[src/rtl/conv_frame_ctrl.sv]
`default_nettype none
// ----------------------------------------------------------------------------
// conv_frame_ctrl : fetches an NxN frame into the convolutor, flags strided
//                   KxK window results with row/col/last tags
// Revision        : 1.0
// ----------------------------------------------------------------------------
module conv_frame_ctrl #(
  parameter int N          = 4,
  parameter int K_SIZE     = 3,
  parameter int STRIDE     = 1,
  parameter int DATA_WIDTH = 16,
  parameter int ADDR_WIDTH = 14,
  parameter int CONV_LAT   = 1
) (
  input  logic                                     clk,
  input  logic                                     rst,
  input  logic                                     start,
  input  logic [ADDR_WIDTH-1:0]                    base_addr,
  output logic                                     busy,
  output logic                                     done,
  output logic                                     mem_en,
  output logic [ADDR_WIDTH-1:0]                    mem_addr,
  input  logic [DATA_WIDTH-1:0]                    mem_dout,
  output logic                                     conv_en,
  output logic [DATA_WIDTH-1:0]                    conv_data,
  input  logic [DATA_WIDTH-1:0]                    conv_result,
  output logic [DATA_WIDTH-1:0]                    out_data,
  output logic                                     out_valid,
  output logic [$clog2((N-K_SIZE)/STRIDE+1):0]     out_row,
  output logic [$clog2((N-K_SIZE)/STRIDE+1):0]     out_col,
  output logic                                     out_last
);

  localparam int M    = (N - K_SIZE) / STRIDE + 1;
  localparam int OW   = $clog2(M) + 1;
  localparam int NPIX = N * N;
  localparam int PW   = (NPIX > 1) ? $clog2(NPIX) : 1;
  localparam int CW   = (N > 1) ? $clog2(N) : 1;
  localparam int SW   = (STRIDE > 1) ? $clog2(STRIDE) : 1;
  localparam int DW   = $clog2(CONV_LAT + 1);

  localparam logic [PW-1:0] LAST_PIX = PW'(NPIX - 1);
  localparam logic [CW-1:0] N_M1     = CW'(N - 1);
  localparam logic [CW-1:0] K_M1     = CW'(K_SIZE - 1);
  localparam logic [SW-1:0] S_M1     = SW'(STRIDE - 1);
  localparam logic [OW-1:0] M_CNT    = OW'(M);
  localparam logic [OW-1:0] M_M1     = OW'(M - 1);
  localparam logic [DW-1:0] LAT_END  = DW'(CONV_LAT);

  localparam logic [1:0] S_IDLE  = 2'd0;
  localparam logic [1:0] S_FETCH = 2'd1;
  localparam logic [1:0] S_DRAIN = 2'd2;
  localparam logic [1:0] S_DONE  = 2'd3;

  logic [1:0]            state_q, state_d;
  logic [ADDR_WIDTH-1:0] base_q, base_d;
  logic [PW-1:0]         p_q, p_d;
  logic [DW-1:0]         dcnt_q, dcnt_d;
  logic                  conv_en_q, conv_en_d;
  logic [CW-1:0]         r_q, r_d, c_q, c_d;
  logic [SW-1:0]         rph_q, rph_d, cph_q, cph_d;
  logic [OW-1:0]         orow_q, orow_d, ocol_q, ocol_d;
  logic [CONV_LAT-1:0]   vld_q, vld_d, last_q, last_d;
  logic [OW-1:0]         row_q [CONV_LAT];
  logic [OW-1:0]         row_d [CONV_LAT];
  logic [OW-1:0]         col_q [CONV_LAT];
  logic [OW-1:0]         col_d [CONV_LAT];

  logic row_hit, col_hit, hit, hit_last;

  // Phase counters are zero exactly on stride-grid positions once past K-1
  assign row_hit  = (r_q >= K_M1) && (rph_q == '0) && (orow_q < M_CNT);
  assign col_hit  = (c_q >= K_M1) && (cph_q == '0) && (ocol_q < M_CNT);
  assign hit      = conv_en_q && row_hit && col_hit;
  assign hit_last = hit && (orow_q == M_M1) && (ocol_q == M_M1);

  always_comb begin
    state_d   = state_q;
    base_d    = base_q;
    p_d       = p_q;
    dcnt_d    = dcnt_q;
    conv_en_d = (state_q == S_FETCH);
    r_d       = r_q;
    c_d       = c_q;
    rph_d     = rph_q;
    cph_d     = cph_q;
    orow_d    = orow_q;
    ocol_d    = ocol_q;

    case (state_q)
      S_IDLE: begin
        if (start) begin
          state_d = S_FETCH;
          base_d  = base_addr;
          p_d     = '0;
        end
      end
      S_FETCH: begin
        if (p_q == LAST_PIX) begin
          state_d = S_DRAIN;
          dcnt_d  = '0;
        end else begin
          p_d = p_q + PW'(1);
        end
      end
      S_DRAIN: begin
        if (dcnt_q == LAT_END) state_d = S_DONE;
        else                   dcnt_d  = dcnt_q + DW'(1);
      end
      S_DONE:  state_d = S_IDLE;
      default: state_d = S_IDLE;
    endcase

    if (conv_en_q) begin
      if (c_q == N_M1) begin
        c_d    = '0;
        cph_d  = '0;
        ocol_d = '0;
        if (r_q == N_M1) begin
          r_d    = '0;
          rph_d  = '0;
          orow_d = '0;
        end else begin
          r_d = r_q + CW'(1);
          if (r_q >= K_M1) begin
            if (rph_q == S_M1) begin
              rph_d  = '0;
              orow_d = orow_q + OW'(1);
            end else begin
              rph_d = rph_q + SW'(1);
            end
          end
        end
      end else begin
        c_d = c_q + CW'(1);
        if (c_q >= K_M1) begin
          if (cph_q == S_M1) begin
            cph_d  = '0;
            ocol_d = ocol_q + OW'(1);
          end else begin
            cph_d = cph_q + SW'(1);
          end
        end
      end
    end

    if ((state_q == S_IDLE) && start) begin
      r_d    = '0;
      c_d    = '0;
      rph_d  = '0;
      cph_d  = '0;
      orow_d = '0;
      ocol_d = '0;
    end

    // Tags are zeroed on non-hits so idle coordinates read as 0
    vld_d[0]  = hit;
    last_d[0] = hit_last;
    row_d[0]  = hit ? orow_q : '0;
    col_d[0]  = hit ? ocol_q : '0;
    for (int i = 1; i < CONV_LAT; i++) begin
      vld_d[i]  = vld_q[i-1];
      last_d[i] = last_q[i-1];
      row_d[i]  = row_q[i-1];
      col_d[i]  = col_q[i-1];
    end
  end

  always_ff @(posedge clk) begin
    if (rst) begin
      state_q   <= S_IDLE;
      base_q    <= '0;
      p_q       <= '0;
      dcnt_q    <= '0;
      conv_en_q <= 1'b0;
      r_q       <= '0;
      c_q       <= '0;
      rph_q     <= '0;
      cph_q     <= '0;
      orow_q    <= '0;
      ocol_q    <= '0;
      vld_q     <= '0;
      last_q    <= '0;
      row_q     <= '{default: '0};
      col_q     <= '{default: '0};
    end else begin
      state_q   <= state_d;
      base_q    <= base_d;
      p_q       <= p_d;
      dcnt_q    <= dcnt_d;
      conv_en_q <= conv_en_d;
      r_q       <= r_d;
      c_q       <= c_d;
      rph_q     <= rph_d;
      cph_q     <= cph_d;
      orow_q    <= orow_d;
      ocol_q    <= ocol_d;
      vld_q     <= vld_d;
      last_q    <= last_d;
      row_q     <= row_d;
      col_q     <= col_d;
    end
  end

  assign busy      = (state_q != S_IDLE);
  assign done      = (state_q == S_DONE);
  assign mem_en    = (state_q == S_FETCH);
  assign mem_addr  = mem_en ? (base_q + ADDR_WIDTH'(p_q)) : '0;
  assign conv_en   = conv_en_q;
  assign conv_data = mem_dout;
  assign out_data  = conv_result;
  assign out_valid = vld_q[CONV_LAT-1];
  assign out_last  = last_q[CONV_LAT-1];
  assign out_row   = row_q[CONV_LAT-1];
  assign out_col   = col_q[CONV_LAT-1];

endmodule
`default_nettype wire

[config.mk]
export PLATFORM = sky130hd
export DESIGN_NAME = conv_frame_ctrl
export DESIGN_NICKNAME = d
export VERILOG_FILES = /design/src/rtl/conv_frame_ctrl.sv
export SDC_FILE = /design/constraint.sdc
export NUM_CORES = 1
export LEC_CHECK = 0
export CAP_MARGIN = 20
export CORE_UTILIZATION = 40
export CTS_CLUSTER_SIZE = 30
export DETAILED_ROUTE_END_ITERATION = 8
export GPL_TIMING_DRIVEN = 0
export PLACE_DENSITY = 0.8
export SLEW_MARGIN = 30
export SYNTH_ARGS = -nofsm -noshare
export SYNTH_HDL_FRONTEND = slang
export SYNTH_SLANG_ARGS = --single-unit
[constraint.sdc]
create_clock -name clk -period 2.8 [get_ports clk]
set_clock_uncertainty 0.05 [all_clocks]
set_input_delay 0.42 -clock clk [delete_from_list [all_inputs] [get_ports clk]]
set_output_delay 0.42 -clock clk [all_outputs]
set_load 0.1 [all_outputs]
# After elaboration in Yosys (flattened, before gate mapping)
# Cells that the tools add are included.
[totals]
regBits = 38
inputBits = 49
wordCells = 96
[op_classes]
addsub = 9
muxes = 25
n_reduce_logical = 26
order_cmp = 4
bitwise = 3
n_eq_ne = 14
[op_table]
columns = ["op", "n"]
rows = [
  ["two-way mux 2 bit", 11],
  ["adder 14 x 4 -> 14 bit", 1],
  ["two-way mux 14 bit", 1],
  ["AND reduction 3 bit", 4],
  ["nonzero test 2 bit", 5],
  ["logical AND 1 bit", 9],
  ["adder 2 x 1 -> 2 bit, second input constant", 4],
  ["equality test 2 bit, second input constant", 4],
  ["two-way mux 1 bit", 8],
  ["two-way mux 4 bit", 2],
  ["case mux 2 bit (4 select lines)", 1],
  ["case mux 4 bit (2 select lines)", 1],
  ["AND reduction 2 bit", 4],
  ["equality test 2 x 1 -> 1 bit, second input constant", 3],
  ["!= test 2 x 1 -> 1 bit, second input constant", 3],
  ["!= test 2 bit, second input constant", 3],
  ["adder 4 x 1 -> 4 bit, second input constant", 1],
  ["equality test 4 bit, second input constant", 1],
  ["greater-or-equal comparator 2 bit, second input constant", 2],
  ["less-than comparator 2 bit, second input constant", 2],
  ["AND reduction 4 bit", 1],
  ["OR reduction 2 bit", 2],
  ["adder 1 bit, second input constant", 3],
  ["inverter 1 bit", 3],
  ["2 further kinds", 2],
]

# Depth between registers and ports, before layout
[depth]
word_depth = 7
ltp_mapped = 7
mapped_depth_nobuf = 7

# Worst setup path after synthesis
# OpenSTA, ideal clock, no wires.
[synth_path]
path_kind = "reg-to-output"
from = "register state_q[1]"
to = "output port mem_addr[10]"
arrival_ns = 3.340
required_ns = 2.330
n_path_buf = 2
slack_ns = -1.010
path_stages_with_launch = 7
path_cell_list = "dfxtp_1 inv_1 ha_1 clkbuf_1 inv_1 clkbuf_1 a21oi_1"
[synth_via]
elab_chain_cells = 2
[synth_lines]
columns = ["item", "line", "source"]
rows = [
  ["from (decl)", "55", "logic [1:0] state_q, state_d;"],
  ["from (signal assigned)", "187", "state_q <= state_d;"],
  ["equality test 2 x 1 -> 1 bit", "207", "assign mem_en = (state_q == S_FETCH);"],
  ["via mem_en", "21", "output logic mem_en,"],
  ["two-way mux 14 bit", "208", "assign mem_addr = mem_en ? (base_q + ADDR_WIDTH'(p_q)) : '0;"],
  ["to (decl)", "22", "output logic [ADDR_WIDTH-1:0] mem_addr,"],
]
# The timed path passes the listed nets, and every way through them passes these cells.

# Worst setup path after layout
[layout_path]
from = "register p_q[0]"
to = "output port mem_addr[12]"
[layout_via]
elab_chain_cells = 2
[layout_lines]
columns = ["item", "line", "source"]
rows = [
  ["from (decl)", "57", "logic [PW-1:0] p_q, p_d;"],
  ["from (signal assigned)", "189", "p_q <= p_d;"],
  ["adder 14 x 4 -> 14 bit", "208", ""],
  ["two-way mux 14 bit", "208", ""],
]
# No other way between the ends.

==> flow_metrics.tcl <==
set metrics [dict create \
    synth_adder_area_share_pct 9.910 \
    netlist_area_sq_mm 0.002096 \
    min_delay_path_depth 2 \
    finalSetupViolCount 0 \
    relSlewSlack_pct 34.81 \
    die_h_um 74.39 \
    synth_edf_count 0 \
    drv_slew 0 \
    regArea_sq_um 726.9 \
    rr_worst_depth 7 \
    path_max_fanout 5 \
    maxCapViolations 0 \
    cts_tree "done" \
    clockBufferDepth 2 \
    synth_compound_area_share_pct 15.34 \
    critPathKind "register to output pin" \
    grt_pass1_vias 1868 \
    rows 25 \
    yosysSeqAreaShare_pct 34.39 \
    clk_pin_slew_ns 0.07 \
    nets 418 \
    grt_overflow_total 0 \
    required_ns 2.33 \
    async_reset_ff_share_pct 0 \
    io_buffer_count 71 \
    hold_buffers 0 \
    drc 0 \
    vias 2060 \
    period_share_pct 99.14 \
    synth_mux_area_share_pct 0.9552 \
    power_mw 2.274 \
    grt_max_degree 11 \
    clock_latency_ns 0.28 \
    grt_use_total_pct 18.73 \
    place_congestion 0.8221 \
    ys_warn_count 0 \
    instances_no_fill 418 \
    fmax_mhz 360.2 \
    antenna_cells 0 \
    drive_above_1_share_pct 24.79 \
    cts_buffers 5 \
    finalHoldViolCount 0 \
    rsz0062_at_grt "yes" \
    finalInstanceArea_sq_mm 0.003244 \
    die_area_sq_mm 0.005533 \
    start_util_pct 42.95 \
    dieWidth_um 74.39 \
    routedWlPerCell_um 13.11 \
    worst_slew_pin_slew_ns 0.9749 \
    crit_path_start_kind "register" \
    first_iter_violations 94 \
    cts_sinks 36 \
    antenna_found_initial 0 \
    dr.pass1.iters 5 \
    endpoint_kind "output pin" \
    core_sq_mm 0.004880 \
    synth_cell_types 34 \
    synthCells 267 \
    power_density_mw_per_mm2 700.8 \
    ys_ff_latch 36 \
    hold_class "register to register" \
    grt_pass1_wl_um 7921 \
    routed_wl_um 5482 \
    dp_cells 406 \
    setup_tns_ns 0 \
    syn_to_final_growth_pct 54.81 \
    synthSimpleGateAreaFrac_pct 21.01 \
    cts_max_level 2 \
    dpl-instance-area_sq_mm 0.003015 \
    synth-xor-area-share_pct 2.090 \
    nFillCells 419 \
    multi_input_area_sq_mm 0.001247 \
    ir_worst_vdd_mv 0.4300 \
    outcome "complete, no violations" \
    drt-vias-per-instance 4.928 \
    synth_top_family_by_area "simple AND/OR/NAND/NOR gates" \
    io_pins 105 \
    synth_area_per_cell_sq_um 7.849 \
    leakagePower_nw 1.245 \
    ant_nets 0 \
    root_buffer "clkbuf_8" \
    arrival_ns 2.31 \
    fin_crit_ns 2.776 \
    ys.flop_type "dfxtp_1" \
    hpwl_um 3850 \
]
[synth_stat cells, types with 2 or more instances]
cell      number  area (sq um)
nor2_1        21         78.83
o211ai_1       2         15.01
xor2_1         2         17.52
xnor2_1        3         26.28
a211oi_1       4         30.03
nand3_1        5         25.02
nand4_1        4         25.02
a21o_1         2         15.01
ha_1          15         187.7
o31ai_1        2         15.01
inv_1         17         63.81
o21ai_0        6         30.03
clkbuf_1       9         33.78
or3_1          7         43.79
buf_4         32         240.2
nand2_1       36         135.1
dfxtp_1       36         720.7
nor3_1         8         40.04
and3_1         3         18.77
nand2b_1       4         25.02
mux2i_1        2         20.02
a21oi_1       32         160.2
and2_1         4         25.02
[layer usage]
layer  global-route usage [%]  up-vias  routed length [um]
met5                        0        -                   0
met4                    7.128        0                  68
met1                    20.57      932                2195
li1                         -     1042                   -
met2                    33.83       80                2829
met3                    5.556        6                 389
[worst max-delay path, cell delays in order, from the launching register on]
cell and delay (ns):
dfxtp_4 0.37, ha_4 0.13, inv_2 0.04, fa_2 0.35, nand2b_4 0.17, a21o_1 0.21
or3_4 0.41, a21oi_4 0.15, buf_12 0.19
[power by group]
group	switching (mW)	internal [mW]
clock network	0.163	0.160
logic	0.931	0.358
registers	0.0762	0.586
[repair_timing]
item                                    CTS  global route
cloned                                    0             1
endpoints found under the setup margin   15            13
setup buffers                             0             7
endpoints found under the hold margin     0             0
gates resized for setup                 101            10
pin swaps                                 1             6
[sequential cells by signal, indices dropped and copies added, names as in the netlist]
register	flops
base_q	14
c_q	2
r_q	2
state_q	2
ocol_q	2
orow_q	2
p_q	4
out_col	2
out_last	1
out_valid	1
out_row	2
dcnt_q	1
conv_en	1
[layout make-up]
type,instances,area share (%)
Buffer,40,8.446
Clock buffer,5,2.121
Inverter,17,1.967
Multi-Input combinational cell,175,38.45
Sequential cell,36,22.41
Tap cell,67,2.584
Timing Repair Buffer,78,24.03
[worst paths after layout]
kind                                               from                endpoint  slack, ns
worst max register to register  state_q[0]$_SDFFE_PP0P_  base_q[1]$_SDFFE_PP0P_       0.82
worst max-delay path                p_q[0]$_SDFFE_PP0P_            mem_addr[12]       0.02
worst min register to register   base_q[0]$_SDFFE_PP0P_  base_q[0]$_SDFFE_PP0P_       0.43
worst min-delay path             base_q[0]$_SDFFE_PP0P_  base_q[0]$_SDFFE_PP0P_       0.43
[through the flow]
stage	hold WS (ns)	util, %	setup WS [ns]
detailed placement	0.4033	61.79	-0.8558
global placement	0.3976	61.79	-0.8547
global route	0.4740	66.49	-0.03176
CTS	0.4142	64.38	-0.02020
finish	0.4323	66.49	0.02402
floorplan	0.3906	-	0.01127
[cell families (layout without fill, tap and decap cells)]
family | count (synthesis) | count (layout)
AO/OA/AOI/OAI | 54 | 55
XOR/XNOR | 5 | 5
adder cells (fa/ha/maj) | 16 | 16
buffers and inverters | 58 | 140
flip-flops | 36 | 36
multiplexers | 2 | 2
other | 1 | 2
AND/OR/NAND/NOR | 95 | 95
[placed cells by master, fill, tap and decap left out, types with 3 or more instances in the layout]
master / netlist / final
nor3_1: 8 / 8
o21ai_0: 6 / 6
clkbuf_8: 0 / 5
buf_12: 0 / 3
ha_1: 15 / 11
buf_6: 0 / 4
nand2_1: 36 / 36
nand4_1: 4 / 4
a211oi_1: 4 / 4
dfxtp_1: 36 / 33
nand2b_1: 4 / 3
nand3_1: 5 / 5
or3_1: 7 / 5
a21oi_1: 32 / 26
and2_1: 4 / 4
buf_4: 32 / 44
xnor2_1: 3 / 3
ha_4: 0 / 4
nor2_4: 0 / 6
clkbuf_1: 9 / 7
inv_1: 17 / 16
a21oi_4: 0 / 5
nor2_1: 21 / 14
clkdlybuf4s50_1: 0 / 56
(Power assumes the default switching activity.)
